<file path="src/rtl/tag_pool_logic_if.sv">
// Handshake bundle between the front end / engines and the tag pool manager.
// The sticky tag_err flag exists only when TAG_POOL_ERR_EN is defined.
interface tag_pool_logic_if #(
   parameter int unsigned NUM_TAGS = 2,
   parameter int unsigned TAG_W    = 1
);
   logic                tag_req;
   logic                tag_reuse;
   logic                tag_flush;
   logic                tag_bias_prev_sw;
   logic                tag_ready;
   logic [TAG_W-1:0]    alloc_tag;
   logic                ldmem_tag_ready;
   logic [TAG_W-1:0]    ldmem_tag;
   logic                ldmem_tag_done;
   logic                compute_tag_ready;
   logic [TAG_W-1:0]    compute_tag;
   logic                compute_bias_prev_sw;
   logic                compute_tag_done;
   logic                next_compute_tag;
   logic                stmem_tag_ready;
   logic [TAG_W-1:0]    stmem_tag;
   logic                stmem_tag_done;
   logic [NUM_TAGS-1:0] tags_free;
`ifdef TAG_POOL_ERR_EN
   logic                tag_err;
`endif

   modport master (
      output tag_req, tag_reuse, tag_flush, tag_bias_prev_sw,
             ldmem_tag_done, compute_tag_done, stmem_tag_done,
      input  tag_ready, alloc_tag, ldmem_tag_ready, ldmem_tag,
             compute_tag_ready, compute_tag, compute_bias_prev_sw,
             next_compute_tag, stmem_tag_ready, stmem_tag, tags_free
`ifdef TAG_POOL_ERR_EN
      , input tag_err
`endif
   );

   modport slave (
      input  tag_req, tag_reuse, tag_flush, tag_bias_prev_sw,
             ldmem_tag_done, compute_tag_done, stmem_tag_done,
      output tag_ready, alloc_tag, ldmem_tag_ready, ldmem_tag,
             compute_tag_ready, compute_tag, compute_bias_prev_sw,
             next_compute_tag, stmem_tag_ready, stmem_tag, tags_free
`ifdef TAG_POOL_ERR_EN
      , output tag_err
`endif
   );
endinterface

</file>
<file path="src/rtl/tag_pool_logic.sv">
// Multi-tag buffer manager: per-tag FREE/LDMEM/COMPUTE/CHECK/STMEM FSMs, each stage served in allocation order.
// Define TAG_POOL_ERR_EN to add the sticky protocol-error flag tag_err.
module tag_pool_logic #(
   parameter int unsigned NUM_TAGS      = 2,
   parameter int unsigned TAG_W         = 1,
   parameter int unsigned REUSE_CNT_W   = 3,
   parameter bit          STORE_ENABLED = 1'b1
) (
   input logic             clk,
   input logic             reset,
   tag_pool_logic_if.slave bus
);

   typedef enum logic [2:0] {
      ST_FREE, ST_LDMEM, ST_COMPUTE, ST_CHECK, ST_STMEM
   } tag_state_e;

   localparam logic [REUSE_CNT_W-1:0] CNT_MAX  = '1;
   localparam logic [REUSE_CNT_W-1:0] CNT_ONE  = REUSE_CNT_W'(1);
   localparam logic [TAG_W-1:0]       PTR_LAST = TAG_W'(NUM_TAGS - 1);

   tag_state_e             state_q [NUM_TAGS];
   tag_state_e             state_d [NUM_TAGS];
   logic [REUSE_CNT_W-1:0] cnt_q   [NUM_TAGS];
   logic [REUSE_CNT_W-1:0] cnt_d   [NUM_TAGS];
   logic [NUM_TAGS-1:0]    flush_q, flush_d, bias_q, bias_d, rbias_q, rbias_d;
   logic [TAG_W-1:0]       alloc_ptr_q, alloc_ptr_d, ld_ptr_q, ld_ptr_d;
   logic [TAG_W-1:0]       cmp_ptr_q, cmp_ptr_d, st_ptr_q, st_ptr_d;

   logic                   req_acc_c, ld_acc_c, cmp_acc_c, st_acc_c, retire_c;
   logic [TAG_W-1:0]       last_ptr_c, tgt_ptr_c;
   logic [NUM_TAGS-1:0]    tags_free_c;

   function automatic logic [TAG_W-1:0] ptr_inc(input logic [TAG_W-1:0] p);
      return (p == PTR_LAST) ? '0 : p + TAG_W'(1);
   endfunction

   // Reuse/flush target the newly allocated tag if a req is accepted, else the last-allocated one.
   assign last_ptr_c = (alloc_ptr_q == '0) ? PTR_LAST : alloc_ptr_q - TAG_W'(1);
   assign req_acc_c  = bus.tag_req && (state_q[alloc_ptr_q] == ST_FREE);
   assign tgt_ptr_c  = req_acc_c ? alloc_ptr_q : last_ptr_c;
   assign ld_acc_c   = bus.ldmem_tag_done && (state_q[ld_ptr_q] == ST_LDMEM);
   assign cmp_acc_c  = bus.compute_tag_done && (state_q[cmp_ptr_q] == ST_COMPUTE);
   assign st_acc_c   = bus.stmem_tag_done && (state_q[st_ptr_q] == ST_STMEM);

   always_comb begin : next_state
      logic                   alloc_hit, tgt_live, reuse_inc, pass_dec, flush_eff;
      logic [REUSE_CNT_W-1:0] base_cnt;
      alloc_hit = 1'b0;
      tgt_live  = 1'b0;
      reuse_inc = 1'b0;
      pass_dec  = 1'b0;
      flush_eff = 1'b0;
      base_cnt  = '0;
      retire_c  = 1'b0;
      flush_d   = flush_q;
      bias_d    = bias_q;
      rbias_d   = rbias_q;
      for (int t = 0; t < int'(NUM_TAGS); t++) begin
         state_d[t] = state_q[t];
         alloc_hit  = req_acc_c && (alloc_ptr_q == TAG_W'(t));
         tgt_live   = (tgt_ptr_c == TAG_W'(t)) && (alloc_hit || (state_q[t] != ST_FREE));
         base_cnt   = alloc_hit ? CNT_ONE : cnt_q[t];
         reuse_inc  = bus.tag_reuse && tgt_live && (base_cnt != CNT_MAX);
         pass_dec   = cmp_acc_c && (cmp_ptr_q == TAG_W'(t));
         flush_eff  = (flush_q[t] && !alloc_hit) || (bus.tag_flush && tgt_live);
         cnt_d[t]   = base_cnt + REUSE_CNT_W'(reuse_inc) - REUSE_CNT_W'(pass_dec);
         flush_d[t] = flush_eff;
         if (alloc_hit) begin
            state_d[t] = ST_LDMEM;
            bias_d[t]  = bus.tag_bias_prev_sw;
            rbias_d[t] = bus.tag_bias_prev_sw;
         end
         if (reuse_inc) rbias_d[t] = bus.tag_bias_prev_sw;
         case (state_q[t])
            ST_LDMEM: begin
               if (ld_acc_c && (ld_ptr_q == TAG_W'(t))) state_d[t] = ST_COMPUTE;
            end
            ST_COMPUTE: begin
               if (pass_dec) begin
                  state_d[t] = ST_CHECK;
                  bias_d[t]  = rbias_q[t];
               end
            end
            // A reuse or flush arriving while parked in CHECK is acted on in the same cycle.
            ST_CHECK: begin
               if (cnt_d[t] != '0) begin
                  state_d[t] = ST_COMPUTE;
               end else if (flush_eff) begin
                  state_d[t] = STORE_ENABLED ? ST_STMEM : ST_FREE;
                  flush_d[t] = 1'b0;
                  retire_c   = 1'b1;
               end
            end
            ST_STMEM: begin
               if (st_acc_c && (st_ptr_q == TAG_W'(t))) state_d[t] = ST_FREE;
            end
            default: ;
         endcase
      end
      alloc_ptr_d = req_acc_c ? ptr_inc(alloc_ptr_q) : alloc_ptr_q;
      ld_ptr_d    = ld_acc_c  ? ptr_inc(ld_ptr_q)    : ld_ptr_q;
      cmp_ptr_d   = retire_c  ? ptr_inc(cmp_ptr_q)   : cmp_ptr_q;
      st_ptr_d    = st_acc_c  ? ptr_inc(st_ptr_q)    : st_ptr_q;
   end

   always_ff @(posedge clk) begin
      if (reset) begin
         for (int t = 0; t < int'(NUM_TAGS); t++) begin
            state_q[t] <= ST_FREE;
            cnt_q[t]   <= '0;
         end
         flush_q     <= '0;
         bias_q      <= '0;
         rbias_q     <= '0;
         alloc_ptr_q <= '0;
         ld_ptr_q    <= '0;
         cmp_ptr_q   <= '0;
         st_ptr_q    <= '0;
      end else begin
         state_q     <= state_d;
         cnt_q       <= cnt_d;
         flush_q     <= flush_d;
         bias_q      <= bias_d;
         rbias_q     <= rbias_d;
         alloc_ptr_q <= alloc_ptr_d;
         ld_ptr_q    <= ld_ptr_d;
         cmp_ptr_q   <= cmp_ptr_d;
         st_ptr_q    <= st_ptr_d;
      end
   end

   always_comb begin
      tags_free_c = '0;
      for (int t = 0; t < int'(NUM_TAGS); t++) tags_free_c[t] = (state_q[t] == ST_FREE);
   end

   assign bus.tag_ready            = (state_q[alloc_ptr_q] == ST_FREE);
   assign bus.alloc_tag            = alloc_ptr_q;
   assign bus.ldmem_tag_ready      = (state_q[ld_ptr_q] == ST_LDMEM);
   assign bus.ldmem_tag            = ld_ptr_q;
   assign bus.compute_tag_ready    = (state_q[cmp_ptr_q] == ST_COMPUTE);
   assign bus.compute_tag          = cmp_ptr_q;
   assign bus.compute_bias_prev_sw = bias_q[cmp_ptr_q];
   assign bus.next_compute_tag     = retire_c;
   assign bus.stmem_tag_ready      = (state_q[st_ptr_q] == ST_STMEM);
   assign bus.stmem_tag            = st_ptr_q;
   assign bus.tags_free            = tags_free_c;

`ifdef TAG_POOL_ERR_EN
   logic                   sat_c, err_ev_c, tag_err_q;
   logic [REUSE_CNT_W-1:0] tgt_cnt_c;

   assign tgt_cnt_c = req_acc_c ? CNT_ONE : cnt_q[tgt_ptr_c];
   assign sat_c     = bus.tag_reuse && (req_acc_c || (state_q[tgt_ptr_c] != ST_FREE))
                      && (tgt_cnt_c == CNT_MAX);
   assign err_ev_c  = (bus.tag_req && !req_acc_c) || sat_c
                      || (bus.ldmem_tag_done && !ld_acc_c)
                      || (bus.compute_tag_done && !cmp_acc_c)
                      || (bus.stmem_tag_done && !st_acc_c)
                      || (bus.stmem_tag_done && !STORE_ENABLED);

   always_ff @(posedge clk) begin
      if (reset)         tag_err_q <= 1'b0;
      else if (err_ev_c) tag_err_q <= 1'b1;
   end

   assign bus.tag_err = tag_err_q;
`endif

endmodule
</file>
<file path="src/flat_wrapper.sv">
// flat-port wrapper written by rule: the top's interface ports become plain ports
module tag_pool_logic_flat 
#(
   parameter int unsigned NUM_TAGS      = 2,
   parameter int unsigned TAG_W         = 1,
   parameter int unsigned REUSE_CNT_W   = 3,
   parameter bit          STORE_ENABLED = 1'b1
)
  (clk, reset, bus_tag_req, bus_tag_reuse, bus_tag_flush, bus_tag_bias_prev_sw, bus_ldmem_tag_done, bus_compute_tag_done, bus_stmem_tag_done, bus_tag_ready, bus_alloc_tag, bus_ldmem_tag_ready, bus_ldmem_tag, bus_compute_tag_ready, bus_compute_tag, bus_compute_bias_prev_sw, bus_next_compute_tag, bus_stmem_tag_ready, bus_stmem_tag, bus_tags_free);
  tag_pool_logic_if #(.NUM_TAGS(NUM_TAGS), .TAG_W(TAG_W)) bus_i ();
  input logic clk;
  input logic reset;
  input wire logic [$bits(bus_i.tag_req)-1:0] bus_tag_req;
  input wire logic [$bits(bus_i.tag_reuse)-1:0] bus_tag_reuse;
  input wire logic [$bits(bus_i.tag_flush)-1:0] bus_tag_flush;
  input wire logic [$bits(bus_i.tag_bias_prev_sw)-1:0] bus_tag_bias_prev_sw;
  input wire logic [$bits(bus_i.ldmem_tag_done)-1:0] bus_ldmem_tag_done;
  input wire logic [$bits(bus_i.compute_tag_done)-1:0] bus_compute_tag_done;
  input wire logic [$bits(bus_i.stmem_tag_done)-1:0] bus_stmem_tag_done;
  output wire logic [$bits(bus_i.tag_ready)-1:0] bus_tag_ready;
  output wire logic [$bits(bus_i.alloc_tag)-1:0] bus_alloc_tag;
  output wire logic [$bits(bus_i.ldmem_tag_ready)-1:0] bus_ldmem_tag_ready;
  output wire logic [$bits(bus_i.ldmem_tag)-1:0] bus_ldmem_tag;
  output wire logic [$bits(bus_i.compute_tag_ready)-1:0] bus_compute_tag_ready;
  output wire logic [$bits(bus_i.compute_tag)-1:0] bus_compute_tag;
  output wire logic [$bits(bus_i.compute_bias_prev_sw)-1:0] bus_compute_bias_prev_sw;
  output wire logic [$bits(bus_i.next_compute_tag)-1:0] bus_next_compute_tag;
  output wire logic [$bits(bus_i.stmem_tag_ready)-1:0] bus_stmem_tag_ready;
  output wire logic [$bits(bus_i.stmem_tag)-1:0] bus_stmem_tag;
  output wire logic [$bits(bus_i.tags_free)-1:0] bus_tags_free;
  assign bus_i.tag_req = bus_tag_req;
  assign bus_i.tag_reuse = bus_tag_reuse;
  assign bus_i.tag_flush = bus_tag_flush;
  assign bus_i.tag_bias_prev_sw = bus_tag_bias_prev_sw;
  assign bus_i.ldmem_tag_done = bus_ldmem_tag_done;
  assign bus_i.compute_tag_done = bus_compute_tag_done;
  assign bus_i.stmem_tag_done = bus_stmem_tag_done;
  assign bus_tag_ready = bus_i.tag_ready;
  assign bus_alloc_tag = bus_i.alloc_tag;
  assign bus_ldmem_tag_ready = bus_i.ldmem_tag_ready;
  assign bus_ldmem_tag = bus_i.ldmem_tag;
  assign bus_compute_tag_ready = bus_i.compute_tag_ready;
  assign bus_compute_tag = bus_i.compute_tag;
  assign bus_compute_bias_prev_sw = bus_i.compute_bias_prev_sw;
  assign bus_next_compute_tag = bus_i.next_compute_tag;
  assign bus_stmem_tag_ready = bus_i.stmem_tag_ready;
  assign bus_stmem_tag = bus_i.stmem_tag;
  assign bus_tags_free = bus_i.tags_free;
  tag_pool_logic #(.NUM_TAGS(NUM_TAGS), .TAG_W(TAG_W), .REUSE_CNT_W(REUSE_CNT_W), .STORE_ENABLED(STORE_ENABLED)) u_core (.clk(clk), .reset(reset), .bus(bus_i));
endmodule
</file>
<file path="config.mk">
export PLATFORM = sky130hd
export DESIGN_NAME = tag_pool_logic_flat
export DESIGN_NICKNAME = d
export VERILOG_FILES = /design/src/rtl/tag_pool_logic_if.sv /design/src/rtl/tag_pool_logic.sv /design/src/flat_wrapper.sv
export SDC_FILE = /design/constraint.sdc
export NUM_CORES = 1
export LEC_CHECK = 0
export ABC_AREA = 1
export BUFFER_PORTS_ARGS = -buffer_cell sky130_fd_sc_hd__buf_2
export CORE_ASPECT_RATIO = 0.9
export CORE_MARGIN = 2
export CORE_UTILIZATION = 30
export CTS_CLUSTER_DIAMETER = 100
export CTS_CLUSTER_SIZE = 25
export DETAILED_ROUTE_END_ITERATION = 8
export PLACE_DENSITY = 0.52
export SKIP_CTS_REPAIR_TIMING = 1
export SLEW_MARGIN = 20
export SYNTH_ARGS = -nofsm -noshare
export SYNTH_HDL_FRONTEND = slang
export SYNTH_SLANG_ARGS = --single-unit
</file>
<file path="constraint.sdc">
create_clock -name clk -period 4.2 [get_ports clk]
set_clock_uncertainty 0.2 [all_clocks]
set_input_delay 0.42 -clock clk [delete_from_list [all_inputs] [get_ports clk]]
set_output_delay 0.42 -clock clk [all_outputs]
set_load 0.02 [all_outputs]
</file>
Word-level counts from Yosys, hierarchy flattened
Index checks and enable logic that the tools add are counted.
Widths: inputs -> output; s select.
- $add $sub $neg: 9
- order comparisons: 5
- eq/ne operators: 13
- muxes and demuxes: 56
- bitwise logic cells: 9
- reduce and logical (&&, ||, !) cells: 37
- operators with widths (kind ; number):
    $mux 3 ; 26
    $mux 1 ; 28
    $pmux 3 s4 ; 2
    $logic_and 1x1->1 ; 22
    $eq 3x2->1 const B ; 5
    $reduce_bool 3->1 ; 4
    $eq 3x1->1 const B ; 3
    $eq 3x3->1 const B ; 3
    $logic_not 3->1 ; 3
    $ge 2x2->1 const B ; 4
    $not 1->2 ; 4
    $add 3x1->3 ; 2
    $ne 3x3->1 const B ; 2
    $sub 3x1->3 ; 2
    $not 1->1 ; 5
    $add 1x1->1 const B ; 4
    $logic_or 1x1->1 ; 4
    $reduce_bool 2->1 ; 2
    $logic_not 1->1 ; 2
    $lt 1x2->1 const B ; 1
    $sub 1x1->1 const B ; 1
- bits in registers: 22
- output and inout port bits: 12
- word-level logic and storage cells: 141

Depth between registers and ports, before layout
- word-level depth: 19
- mapped depth: 22

Least setup slack after synthesis
Ideal clock, no wire load.
- path kind: reg2out
- start: register u_core.state_q[0] (netlist bit)
- end: output port bus_next_compute_tag
- data arrival time: 3070 ps
- required time: 3580 ps
- path slack: 510 ps
- stages on the path, launching flop included: 19
- path through: dfxtp_1 -> nor2_2 -> nand2_1 -> inv_2 -> nand2_1 -> a21oi_2 -> ha_1 -> inv_2 -> nand3_2 -> nand4_1 -> ha_1 -> inv_1 -> ha_1 -> fa_1 -> nor2_1 -> inv_1 -> nor2_4 -> nand3_2 -> nand2_1
- RTL lines (item ; RTL line ; text):
    start: declaration ; tag_pool_logic.sv:22 ; tag_state_e state_q [NUM_TAGS];
    start signal: assignment ; tag_pool_logic.sv:121 ; state_q <= state_d;
    end: declaration ; flat_wrapper.sv:27 ; output wire logic [$bits(bus_i.next_compute_tag)-1:0] bus_next_compute_tag;

==> impl_results.md <==
* Status: finished clean
* Total gr overflow at 0
* Setup TNS at 0 ns
* Crit. End Element: primary output
* Initial Util at 0.3113
* Reg clk slew, reported paths at 0.08 ns
* Die Area at 5601 um^2
* Synthesized area at 1505 um^2
* Crit path time final at 3.981 ns
* Cells after Synth at 218
* Maxcap violations at 0
* Final period util at 0.9479
* Seq cells post-synth at 22
* Class of the most critical setup path: reg -> out
* Syn nets at 235
* H-tree depth at 1
* CTS tree: done
* Detailed Place HPWL at 2714 um
* Total CTS buffers at 3
* Area contributors post-synth: dfxtp_1 29%, nand2_1 10%, inv_1 8.7%
* Clock root buffer master: clkbuf_8
* Max FO, Critical Path at 8
* Vias per cell at 4.437
* Sequential-to-total area share from yosys stat at 0.2926
* CP Cell Sequence: inv_2 -> nand2_2 -> nor2_4 -> nand2_2 -> a21oi_4 -> ha_4 -> inv_2 -> nand3_2 -> nand4_1 -> ha_1 -> inv_1 -> ha_1 -> fa_1 -> nor2_1 -> inv_1 -> nor2_4 -> nand3_4 -> nand2_1 -> buf_4
* Non-filler cells, final at 309
* CORE AREA at 4835 um^2
* Die height at 71.20 um
* Post-synth cell types at 28
* Drt first-iter violations at 75
* CTS Buffer Depth at 2
* Clock Latency Late Sink at 0.26 ns
* Clk sink count at 22
* Synthesized area per cell at 6.905 um^2
* Storage cell area at 445.4 um^2
* Rel. slew slack at 0.7746
* DRC at 0
* FP Rows at 24
* Placed cell count at 301
* Arr. time, crit path at 3.36 ns
* Leading area contributor after synthesis: dfxtp_1
* Max Clock Freq at 251.2 MHz
* Die width at 78.67 um
* YS warnings at 0
* GPL Wtd Cong at 0.8332
* DRT Pass-1 Iters at 4
* Number of I/O pins at 21
* Setup violators final at 0
* CP Launch Type: flop
* Peak supply drop at 317.3 uV
* Share of cells above drive strength 1 at 0.3238
* Port bufs at 20
* Yosys top cell area share at 0.2926
* Drt wl/cell at 11.31 um
* Largest net degree at the start of global routing at 17
* Fill count at 528
* Antenna Nets Post-Route at 0
* Area occupied by multi-input gates at 917.1 um^2
* Final hold violations at 0
* Vias in the first global route at 1266
* Vias at 1371
* Final Max Tran Viols at 0
* Initial antenna violation count at 0
* Worst-Margin Slew at 0.3355 ns
* GRT Util Overall at 0.1327
* Antenna diode count at 0
* Crit path largest cell delay at 0.45 ns
* Nets@finish at 263
* Slowest CP cell: fa_1
* Area Overhead vs Synth at 19.95%
* Hold crit path type: in -> reg
* CP Data Required Time at 3.58 ns
* First-pass GRT wire length at 5851 um
* PD cells at 543.4 nW/um^2
* Leakage at 0.8459 nW
* Final WL at 3496 um
cells in the mapped netlist (all sizes together):
cell type and instances:
nand2 48, and2 1, nor2 28, nor3 8, dfxtp 22, nand3 21, o31ai 2, o21ai 6
a21oi 17, fa 2, nand4 5, o21a 1, a311oi 1, or2 1, ha 6, buf 1
clkbuf 2, inv 46
power by group:
part	internal, mW	switching [mW]
Clock	0.0640	0.0675
Sequential	0.254	0.0339
Combinational	0.207	0.354
Total	0.525	0.456
kinds of logic after synthesis:
kind of cell	share of synthesized area
AOI/OAI and AO/OA	0.1022
adders and majority gates	0.07648
buffers and inverters	0.1247
DFF	0.2926
and+or+nand+nor	0.4040
registers in the layout, indices dropped and copies added, names as in the netlist:
register	flops
u_core.bias_q	2
u_core.cnt_q	6
u_core.bus.stmem_tag	1
u_core.state_q	6
u_core.rbias_q	2
u_core.flush_q	2
u_core.bus.ldmem_tag	1
u_core.bus.compute_tag	1
u_core.bus.alloc_tag	1
layout by cell type (no fill, tap or decap), drive strengths merged:
master | netlist | final
nand2 | 48 | 48
inv | 46 | 46
nor2 | 28 | 28
buf | 1 | 26
dfxtp | 22 | 22
nand3 | 21 | 21
a21oi | 17 | 17
nor3 | 8 | 8
o21ai | 6 | 6
ha | 6 | 6
nand4 | 5 | 5
clkbuf | 2 | 3
o31ai | 2 | 2
fa | 2 | 2
or2 | 1 | 1
and2 | 1 | 1
a311oi | 1 | 1
o21a | 1 | 1
per-stage QoR:
stage	power [mW]	setup slack, ns	hold slack, ns	utilization	instance area [um^2]
6_report	0.9811	0.2188	0.2501	0.3734	1805
5_1_grt	1.079	-0.03624	0.2772	0.3734	1805
4_1_cts	0.9406	-0.1260	0.2468	0.3558	1720
3_5_place_dp	0.8029	0.1773	0.2441	0.3473	1679
3_3_place_gp	0.8059	0.3062	0.2442	0.3473	1679
2_1_floorplan	0.6888	0.5095	0.2296	-	1505
worst paths after layout:
kind / start / end / slack (ns) / depth (start not counted)
worst max-delay path: u_core.state_q[3]$_SDFF_PP0_ / bus_next_compute_tag / 0.22 / 19
worst min-delay path: bus_tag_bias_prev_sw / u_core.rbias_q[1]$_SDFFE_PP0P_ / 0.25 / 3
worst max register to register: u_core.state_q[3]$_SDFF_PP0_ / u_core.bus.compute_tag$_SDFFE_PP0P_ / 0.83 / 19
worst min register to register: u_core.rbias_q[0]$_SDFFE_PP0P_ / u_core.bias_q[0]$_SDFF_PP0_ / 0.25 / 2
worst max-delay path: cells and delay by family (launching register included):
| family | cells | cell delay [ns] |
|---|---|---|
| adders and majority gates | 4 | 1.12 |
| and+or+nand+nor | 9 | 1.03 |
| buffers and inverters | 5 | 0.41 |
| DFF | 1 | 0.35 |
| AOI/OAI and AO/OA | 1 | 0.19 |
metal layers:
metal	wire length [um]	GRT usage
met5	0	0
met4	27	0.02339
met3	158	0.03189
met2	1430	0.1975
met1	1880	0.1969
layout make-up:
cell class | instances | area share
Sequential cell | 22 | 0.2467
Timing Repair Buffer | 26 | 0.08177
Multi-Input combinational cell | 147 | 0.5080
Inverter | 46 | 0.09563
Tap cell | 65 | 0.04505
Clock buffer | 3 | 0.02287
(Power assumes the default switching activity.)
